## src/rtl/mdio_master.sv

```systemverilog
`default_nettype none
// ============================================================================
// Module   : mdio_master
// Purpose  : IEEE 802.3 MDIO management master. Generates Clause-22 and
//            Clause-45 frames with configurable preamble on split tristate
//            pins, detects a missing PHY through the turnaround bit, and
//            offers a valid/ready request with a one-cycle response pulse.
// Ports    : clk, rst_n (async, active-low)
//            req_valid/req_ready        request handshake
//            req_c45/op/phy/reg/data    request fields
//            rsp_valid/rsp_data/rsp_err response (rsp_valid is a pulse)
//            busy                       transaction in progress
//            mdc, mdio_o, mdio_oe       management clock and MDIO drive
//            mdio_i                     MDIO pin input (asynchronous)
// Revision : 1.0 - initial release
// ============================================================================
module mdio_master #(
    parameter int CLK_DIV      = 6,
    parameter int PREAMBLE_LEN = 32,
    parameter int SUPPORT_C45  = 1
) (
    input  logic        clk,
    input  logic        rst_n,
    input  logic        req_valid,
    output logic        req_ready,
    input  logic        req_c45,
    input  logic [1:0]  req_op,
    input  logic [4:0]  req_phy,
    input  logic [4:0]  req_reg,
    input  logic [15:0] req_data,
    output logic        rsp_valid,
    output logic [15:0] rsp_data,
    output logic        rsp_err,
    output logic        busy,
    output logic        mdc,
    output logic        mdio_o,
    output logic        mdio_oe,
    input  logic        mdio_i
);

    typedef enum logic [3:0] {
        IDLE = 4'd0, ERR = 4'd1, PRE = 4'd2, ST = 4'd3, OP = 4'd4,
        PHY  = 4'd5, REG = 4'd6, TA  = 4'd7, DATA = 4'd8, DONE = 4'd9
    } state_t;

    localparam logic [7:0] c_div_last = 8'(CLK_DIV - 1);
    localparam logic [4:0] c_pre_last = 5'((PREAMBLE_LEN > 0) ? PREAMBLE_LEN - 1 : 0);
    localparam state_t     c_first    = (PREAMBLE_LEN > 0) ? PRE : ST;

    // Index of the last bit in each frame field.
    function automatic logic [4:0] field_last(input state_t s);
        case (s)
            PRE:         field_last = c_pre_last;
            ST, OP, TA:  field_last = 5'd1;
            PHY, REG:    field_last = 5'd4;
            DATA:        field_last = 5'd15;
            default:     field_last = 5'd0;
        endcase
    endfunction

    function automatic state_t field_next(input state_t s);
        case (s)
            PRE:     field_next = ST;
            ST:      field_next = OP;
            OP:      field_next = PHY;
            PHY:     field_next = REG;
            REG:     field_next = TA;
            TA:      field_next = DATA;
            default: field_next = DONE;
        endcase
    endfunction

    // Pin drive {oe, o} for bit cnt of field s. op[1] marks every read
    // opcode of both clauses (C22 10, C45 10/11). Released bits idle high.
    function automatic logic [1:0] bit_drive(input state_t s, input logic [4:0] cnt,
                                             input logic c45, input logic [1:0] op,
                                             input logic [4:0] phy, input logic [4:0] rg,
                                             input logic [15:0] d);
        logic [4:0]  phy_sh;
        logic [4:0]  rg_sh;
        logic [15:0] d_sh;
        phy_sh = phy << cnt;
        rg_sh  = rg << cnt;
        d_sh   = d << cnt;
        case (s)
            PRE:     bit_drive = 2'b11;
            ST:      bit_drive = {1'b1, c45 ? 1'b0 : cnt[0]};
            OP:      bit_drive = {1'b1, cnt[0] ? op[0] : op[1]};
            PHY:     bit_drive = {1'b1, phy_sh[4]};
            REG:     bit_drive = {1'b1, rg_sh[4]};
            TA:      bit_drive = op[1] ? 2'b01 : {1'b1, ~cnt[0]};
            DATA:    bit_drive = op[1] ? 2'b01 : {1'b1, d_sh[15]};
            default: bit_drive = 2'b01;
        endcase
    endfunction

    state_t      r_state, w_state_n, w_adv_state;
    logic [4:0]  r_cnt, w_cnt_n, w_adv_cnt;
    logic [7:0]  r_div, w_div_n;
    logic        r_mdc, w_mdc_n;
    logic        r_mdio_o, w_mdio_o_n;
    logic        r_mdio_oe, w_mdio_oe_n;
    logic        r_busy, w_busy_n;
    logic        r_rsp_valid, w_rsp_valid_n;
    logic        r_rsp_err, w_rsp_err_n;
    logic [15:0] r_rsp_data, w_rsp_data_n;
    logic        r_c45, w_c45_n;
    logic [1:0]  r_op, w_op_n;
    logic [4:0]  r_phy, w_phy_n;
    logic [4:0]  r_reg, w_reg_n;
    logic [15:0] r_wdata, w_wdata_n;
    logic [15:0] r_rdata, w_rdata_n;
    logic        r_ta_err, w_ta_err_n;
    logic        r_sync1, r_sync2;
    logic        w_legal;

    assign w_legal = req_c45 ? (SUPPORT_C45 != 0) : (req_op == 2'b01 || req_op == 2'b10);

    always_comb begin
        w_state_n     = r_state;
        w_cnt_n       = r_cnt;
        w_div_n       = r_div;
        w_mdc_n       = r_mdc;
        w_mdio_o_n    = r_mdio_o;
        w_mdio_oe_n   = r_mdio_oe;
        w_busy_n      = r_busy;
        w_rsp_valid_n = 1'b0;
        w_rsp_err_n   = r_rsp_err;
        w_rsp_data_n  = r_rsp_data;
        w_c45_n       = r_c45;
        w_op_n        = r_op;
        w_phy_n       = r_phy;
        w_reg_n       = r_reg;
        w_wdata_n     = r_wdata;
        w_rdata_n     = r_rdata;
        w_ta_err_n    = r_ta_err;
        w_adv_state   = r_state;
        w_adv_cnt     = r_cnt;
        case (r_state)
            IDLE: begin
                if (req_valid && !r_busy) begin
                    w_c45_n    = req_c45;
                    w_op_n     = req_op;
                    w_phy_n    = req_phy;
                    w_reg_n    = req_reg;
                    w_wdata_n  = req_data;
                    w_busy_n   = 1'b1;
                    w_ta_err_n = 1'b0;
                    w_cnt_n    = 5'd0;
                    w_div_n    = 8'd0;
                    w_mdc_n    = 1'b0;
                    if (!w_legal) begin
                        w_state_n = ERR;
                    end else begin
                        // First bit goes onto the pins straight from the request.
                        w_state_n = c_first;
                        {w_mdio_oe_n, w_mdio_o_n} = bit_drive(c_first, 5'd0, req_c45, req_op,
                                                              req_phy, req_reg, req_data);
                    end
                end
            end
            ERR: begin
                w_state_n     = IDLE;
                w_busy_n      = 1'b0;
                w_rsp_valid_n = 1'b1;
                w_rsp_err_n   = 1'b1;
            end
            DONE: begin
                w_state_n     = IDLE;
                w_busy_n      = 1'b0;
                w_rsp_valid_n = 1'b1;
                w_rsp_err_n   = r_ta_err;
                if (r_op[1]) begin
                    w_rsp_data_n = r_rdata;
                end
            end
            default: begin
                if (r_div != c_div_last) begin
                    w_div_n = r_div + 8'd1;
                end else begin
                    w_div_n = 8'd0;
                    if (!r_mdc) begin
                        // Rising MDC: sample the synchronised input for reads.
                        w_mdc_n = 1'b1;
                        if (r_op[1] && r_state == TA && r_cnt == 5'd1) begin
                            w_ta_err_n = r_sync2;
                        end
                        if (r_op[1] && r_state == DATA) begin
                            w_rdata_n = {r_rdata[14:0], r_sync2};
                        end
                    end else begin
                        // Falling MDC: advance to the next bit and drive it.
                        w_mdc_n = 1'b0;
                        if (r_cnt == field_last(r_state)) begin
                            w_adv_state = field_next(r_state);
                            w_adv_cnt   = 5'd0;
                        end else begin
                            w_adv_cnt   = r_cnt + 5'd1;
                        end
                        w_state_n = w_adv_state;
                        w_cnt_n   = w_adv_cnt;
                        {w_mdio_oe_n, w_mdio_o_n} = bit_drive(w_adv_state, w_adv_cnt, r_c45, r_op,
                                                              r_phy, r_reg, r_wdata);
                    end
                end
            end
        endcase
    end

    always_ff @(posedge clk or negedge rst_n) begin
        if (!rst_n) begin
            r_state     <= IDLE;
            r_cnt       <= 5'd0;
            r_div       <= 8'd0;
            r_mdc       <= 1'b0;
            r_mdio_o    <= 1'b1;
            r_mdio_oe   <= 1'b0;
            r_busy      <= 1'b0;
            r_rsp_valid <= 1'b0;
            r_rsp_err   <= 1'b0;
            r_rsp_data  <= 16'd0;
            r_c45       <= 1'b0;
            r_op        <= 2'b00;
            r_phy       <= 5'd0;
            r_reg       <= 5'd0;
            r_wdata     <= 16'd0;
            r_rdata     <= 16'd0;
            r_ta_err    <= 1'b0;
            r_sync1     <= 1'b1;
            r_sync2     <= 1'b1;
        end else begin
            r_state     <= w_state_n;
            r_cnt       <= w_cnt_n;
            r_div       <= w_div_n;
            r_mdc       <= w_mdc_n;
            r_mdio_o    <= w_mdio_o_n;
            r_mdio_oe   <= w_mdio_oe_n;
            r_busy      <= w_busy_n;
            r_rsp_valid <= w_rsp_valid_n;
            r_rsp_err   <= w_rsp_err_n;
            r_rsp_data  <= w_rsp_data_n;
            r_c45       <= w_c45_n;
            r_op        <= w_op_n;
            r_phy       <= w_phy_n;
            r_reg       <= w_reg_n;
            r_wdata     <= w_wdata_n;
            r_rdata     <= w_rdata_n;
            r_ta_err    <= w_ta_err_n;
            r_sync1     <= mdio_i;
            r_sync2     <= r_sync1;
        end
    end

    assign req_ready = !r_busy;
    assign busy      = r_busy;
    assign rsp_valid = r_rsp_valid;
    assign rsp_err   = r_rsp_err;
    assign rsp_data  = r_rsp_data;
    assign mdc       = r_mdc;
    assign mdio_o    = r_mdio_o;
    assign mdio_oe   = r_mdio_oe;

endmodule
`default_nettype wire

```

## config.mk

```make
export PLATFORM = sky130hd
export DESIGN_NAME = mdio_master
export DESIGN_NICKNAME = d
export VERILOG_FILES = /design/src/rtl/mdio_master.sv
export SDC_FILE = /design/constraint.sdc
export NUM_CORES = 1
export LEC_CHECK = 0
export ABC_AREA = 1
export BUFFER_PORTS_ARGS = -buffer_cell sky130_fd_sc_hd__buf_2
export CAP_MARGIN = 20
export CORE_AREA = 4 4 126 128
export CTS_BUF_LIST = sky130_fd_sc_hd__clkbuf_8
export CTS_CLUSTER_SIZE = 40
export DETAILED_ROUTE_END_ITERATION = 6
export DIE_AREA = 0 0 130 132
export GPL_TIMING_DRIVEN = 0
export SYNTH_ARGS = -nofsm -noshare
export SYNTH_HDL_FRONTEND = slang
export SYNTH_SLANG_ARGS = --single-unit
export TNS_END_PERCENT = 5
```

## constraint.sdc

```tcl
create_clock -name clk -period 4.55 [get_ports clk]
set_input_delay 0.2275 -clock clk [delete_from_list [all_inputs] [get_ports clk]]
set_output_delay 0.2275 -clock clk [all_outputs]
set_load 0.005 [all_outputs]
```

**Word-level counts from Yosys, hierarchy flattened**

Cells that the tools add are included.

- Add/sub/neg operators: 2
- Eq/ne operators: 26
- Shift-type cells: 3
- Mux-type cells: 51
- Bitwise operators: 5
- Reductions and logical operators: 26

Operators with widths:

| cell | number |
|---|---|
| $mux W5 | 10 |
| $eq A4 B3 Y1 const B | 8 |
| $mux W4 | 7 |
| $pmux W4 S6 | 1 |
| $pmux W5 S4 | 1 |
| $mux W1 | 17 |
| $eq A4 B2 Y1 const B | 4 |
| $mux W8 | 2 |
| $pmux W8 S2 | 1 |
| $shl A16 B5 Y16 | 1 |
| $pmux W2 S7 | 1 |
| $eq A4 B4 Y1 const B | 3 |
| $pmux W1 S2 | 6 |
| $pmux W5 S2 | 1 |
| $reduce_and A5 Y1 | 2 |
| $shl A5 B5 Y5 | 2 |
| $add A8 B1 Y8 const B | 1 |
| $ne A8 B3 Y1 const B | 1 |
| $pmux W4 S2 | 1 |
| $reduce_and A2 Y1 | 4 |
| $reduce_and A4 Y1 | 2 |
| $reduce_bool A2 Y1 | 4 |
| $mux W2 | 3 |
| $reduce_and A3 Y1 | 2 |
| other kinds (17) | 28 |

- Register bits after elaboration: 87
- Input port bits: 33
- Output and inout bits: 23
- Word-level logic and storage cells: 132

**Logic depth before layout (Yosys ltp)**

- Depth in word-level cells: 17
- Mapped depth: 21
- Depth with buffers taken out: 20

**Worst setup path after synthesis**

No wires, ideal clock.

- Kind: register -> register
- Start point: register r_state[0]
- End point: register r_mdio_o, in the netlist mdio_o
- Library setup time: 68 ps
- Data arrival time: 2043 ps
- Setup slack: 2439 ps
- Stages on the path, launching flop included: 18
- Buffers on the path: 2
- Period minus slack after synthesis: 2111 ps
- Path through: dfrtp_1 -> buf_6 -> nor2_1 -> nand3_2 -> nand2_1 -> nand3_2 -> o21ai_4 -> nand3_4 -> buf_6 -> nand2_2 -> nand2_4 -> nor2_8 -> nand3_2 -> nand2_1 -> nand2_1 -> a21oi_1 -> nand2_1 -> a21oi_2

- Word-level cells in the longest chain between the ends: 17
- Elaborated cells between the ends (all ways): 52
- Classes of those cells: eq/ne (20); shift (3); mux (21); bitwise (2); reduce/logical (6)

Ends and longest elaborated chain:

| item | line | RTL |
|---|---|---|
| start: declaration | 97 | `state_t r_state, w_state_n, w_adv_state;` |
| start signal: assignment | 232 | `r_state <= w_state_n;` |
| $eq A4 B3 Y1 or $eq A4 B2 Y1 (tied branches) | 52, 62 |  |
| $reduce_or A3 Y1 or $reduce_or A2 Y1 (tied branches) | 52 | `case (s)` |
| $pmux W5 S4 | 52 |  |
| $mux W5 | 182 | `if (!r_mdc) begin` |
| $mux W5 | 178 | `if (r_div != c_div_last) begin` |
| $mux W5 | 139 | `case (r_state)` |
| $eq A5 B5 Y1 | 194 | `if (r_cnt == field_last(r_state)) begin` |
| $mux W5 | 194 |  |
| $mux W5 | 182 |  |
| $mux W5 | 178 |  |
| $mux W5 | 139 |  |
| $shl A16 B5 Y16 or $not A1 Y1 (tied branches) | 84, 91 |  |
| $mux W2, on equally long branches | 92, 91 |  |
| $pmux W2 S7 | 85 | `case (s)` |
| $mux W1 | 182 |  |
| $mux W1 | 178 |  |
| $pmux W1 S2 | 139 |  |
| end signal: assignment | 236 | `r_mdio_o <= w_mdio_o_n;` |
| end: declaration | 101 | `logic r_mdio_o, w_mdio_o_n;` |

Several ways; a longest one is shown, not always the timed one. The select of a mux whose other input is x is not followed.
A chain may end at the register's enable or synchronous reset.

**Worst setup path in the final report**

- Start point: register r_div[1]
- End point: register r_mdio_o, in the netlist mdio_o

- Word-level cells in the longest chain between the ends: 3

Ends and longest elaborated chain:

| item | line | RTL |
|---|---|---|
| start: declaration | 99 | `logic [7:0] r_div, w_div_n;` |
| start signal: assignment | 234 | `r_div <= w_div_n;` |
| $ne A8 B3 Y1 | 178 |  |
| $ne A2 B1 Y1 (no source line) | n/a |  |
| $reduce_and A5 Y1 (no source line) | n/a |  |

Every way passes these cells.

==> reports/qor.yml <==
status: "finished, final reports clean"
die_area_um2: 17200
cp_common_cell: "nand2_1"
cp.required_ns: 4.85
power.density_nw_per_um2: 265
clock_path_buffers: 2
worstHoldPathType: "input port to flop"
tightest_slew_ns: 0.734
tns_ns: 0
ys_ff_latch: 87
synth-edff-count: 0
drv_cap: 0
syn_area_um2: 4330
diodes: 0
path_cells: "inv_1, ha_1, nand4_1, nor4_1, nand2_1, a21oi_1, nand2_1, nand2_1, inv_1, a21oi_2"
rsz0062_at_grt: "no"
cts_sinks: 87
dr.pass1.iters: 4
cts_tree: "yes"
track_usage_pct: 12.9
remaining_drc_errors: 0
dieWidth_um: 130
routed.top_layer: "met4"
met1_length_mm: 4.60
startpoint_type: "flop"
max_freq_ghz: 0.396
nets: 617
via_count: 3561
yosysSeqAreaShare_pct: 50.3
crit_family: "simple AND/OR/NAND/NOR gates"
drtIter0Drc: 173
io_buffers: 55
place_ws_ns: 2.12
fin_skew_ns: 0.0138
wl_per_cell_um: 13.2
finalWirelength_mm: 10.2
report.final.slew_viol_count: 0
crit_fanout: 7
p_leak_nw: 2.49
grt_pass1_wl_mm: 17.9
synth_top_area_cell: "dfrtp_1"
yosys_most_used_dff: "dfrtp_1"
cts_buffers: 9
period_share_pct: 55.5
gr-total-overflow: 0
async_reset_ff_share_pct: 100
synth_cell_types: 36
ir_drop_mv: 0.106
slew_headroom_pct: 51.0
yosys_warnings: 0
clk_pin_slew_worst_paths_ns: 0.09
post_synth.cell_area_avg_um2: 8.48
post_cts_resized: 0
postSynthCellCount: 511
cts-root-buf: "clkbuf_8"
period_minus_slack_ns: 2.53
antenna_left: 0
clk_latency_ns: 0.36
drive_gt1_share_pct: 21.4
cp.buffers_inverters: 2
fillers: 1587
htreeDepth: 3
arrival_ns: 2.82
critPathSlowestCell: "a21oi_1"
area_growth_pct: 17.3
yosys.area.top_type_share_pct: 48.5
ios: 56
grt_max_degree: 50
setup_viol: 0
dr_wl_met2_mm: 4.97
hold_violations: 0
num_rows: 45
first_global_vias: 3796
dp_hpwl_mm: 7.79
syn_nets: 548
fin_ws_ns: 2.02
crit_type: "flop to flop"
dieHeight_um: 132
max_stage_delay_ns: 0.63
place.gp.congestion: 0.835
synth_area_leaders: "dfrtp_1 (49%), nand2_1 (9.7%), mux2_2 (5.5%)"
start_util_pct: 29.1
viasPerCell: 4.61
utilization_pct: 34.2
worst_setup_path_end_kind: "flop"
core-area_um2: 14900
met3_length_um: 415
antenna_found_initial: 0
-- through the flow --
step | power, mW | cell area [um^2] | cells | hold slack, ns
5_1_grt | 1.40 | 5080 | 773 | 0.0712
2_1_floorplan | 0.796 | 4330 | 511 | -0.0681
4_1_cts | 1.37 | 5080 | 773 | 0.0739
6_report | 1.34 | 5080 | 773 | 0.0952
3_5_place_dp | 0.831 | 4870 | 755 | 0.247
3_3_place_gp | 0.827 | 4840 | 754 | 0.348
-- worst reg2reg max path, stage by stage, from the launching register on --
cell	delay, ns
dfrtp_1	0.39
inv_1	0.09
ha_1	0.16
nand4_1	0.09
nor4_1	0.52
nand2_1	0.19
a21oi_1	0.63
nand2_1	0.17
nand2_1	0.10
inv_1	0.05
a21oi_2	0.09
-- synth_stat cells (8+ instances only) --
cell type / number
nand2_1: 112
dfrtp_1: 84
inv_1: 61
nor2_1: 53
o21ai_0: 43
nand3_1: 34
a21oi_1: 22
mux2_2: 21
clkbuf_1: 10
nand2_2: 10
o22ai_1: 8
-- final timing paths --
| kind | start | to | slack, ns | cells past startpoint |
|---|---|---|---|---|
| min reg2reg | r_sync1$_DFF_PN1_ | r_sync2$_DFF_PN1_ | 0.35 | 0 |
| min in group asynchronous | rst_n | r_reg[0]$_DFFE_PN0P_ | 0.38 | 2 |
| max reg2reg | r_div[1]$_DFFE_PN0P_ | mdio_o$_DFFE_PN1P_ | 2.02 | 10 |
| min | req_reg[3] | r_reg[3]$_DFFE_PN0P_ | 0.1 | 2 |
| max | r_div[1]$_DFFE_PN0P_ | mdio_o$_DFFE_PN1P_ | 2.02 | 10 |
| max in group asynchronous | rst_n | r_wdata[15]$_DFFE_PN0P_ | 3.55 | 3 |
-- repair_timing --
action	in CTS	in global routing
hold buffers	2	0
endpoints found under the hold margin	36	0
setup endpoints to repair	0	0
buffers inserted	0	0
-- where the power goes --
group | internal [mW] | leakage [nW] | total, mW | switching, mW
logic | 0.0153 | 1.32 | 0.0393 | 0.0240
clock network | 0.250 | 0.0996 | 0.529 | 0.279
registers | 0.774 | 1.08 | 0.776 | 0.00137
-- cell families (layout without fill, tap and decap cells) --
logic type / Yosys count / after routing / synth area share [%]
and+or+nand+nor: 232 / 232 / 24.1
DFF: 87 / 87 / 50.3
AOI/OAI and AO/OA: 82 / 82 / 10.7
buffers and inverters: 81 / 155 / 7.45
muxes: 21 / 21 / 5.46
adders and majority gates: 4 / 4 / 1.16
xor gates and xnor gates: 4 / 4 / 0.808
-- cell usage in the layout, fill, tap and decap left out, drive strengths merged, types with 2 or more instances in the layout --
master       count
a21oi           24
buf             59
clkbuf          19
clkinv           3
clkinvlp         2
dfrtp           84
dfstp            3
dlygate4sd3      2
ha               4
inv             69
mux2            21
nand2          123
nand3           38
nand4            6
nor2            58
nor3             5
o21ai           45
o22ai            8
xor2             4
-- area by class of cell --
| type | count | area (um^2) | area share, % |
|---|---|---|---|
| multi-input cells | 343 | 1830 | 36.0 |
| inverters | 68 | 255 | 5.02 |
| well taps | 188 | 235 | 4.63 |
| repair buffers | 58 | 325 | 6.40 |
| plain buffers | 13 | 67.6 | 1.33 |
| clock inverters | 7 | 65.1 | 1.28 |
| clock buffers | 9 | 124 | 2.44 |
| flip-flops and latches | 87 | 2180 | 42.9 |
-- layer usage --
layer,GRT usage [%],up-vias
met1,16.3,1691
met4,5.66,0
met2,20.5,64
met3,3.44,17
met5,0,-
li1,-,1789
No activity file was read; power rests on OpenSTA's default activity.
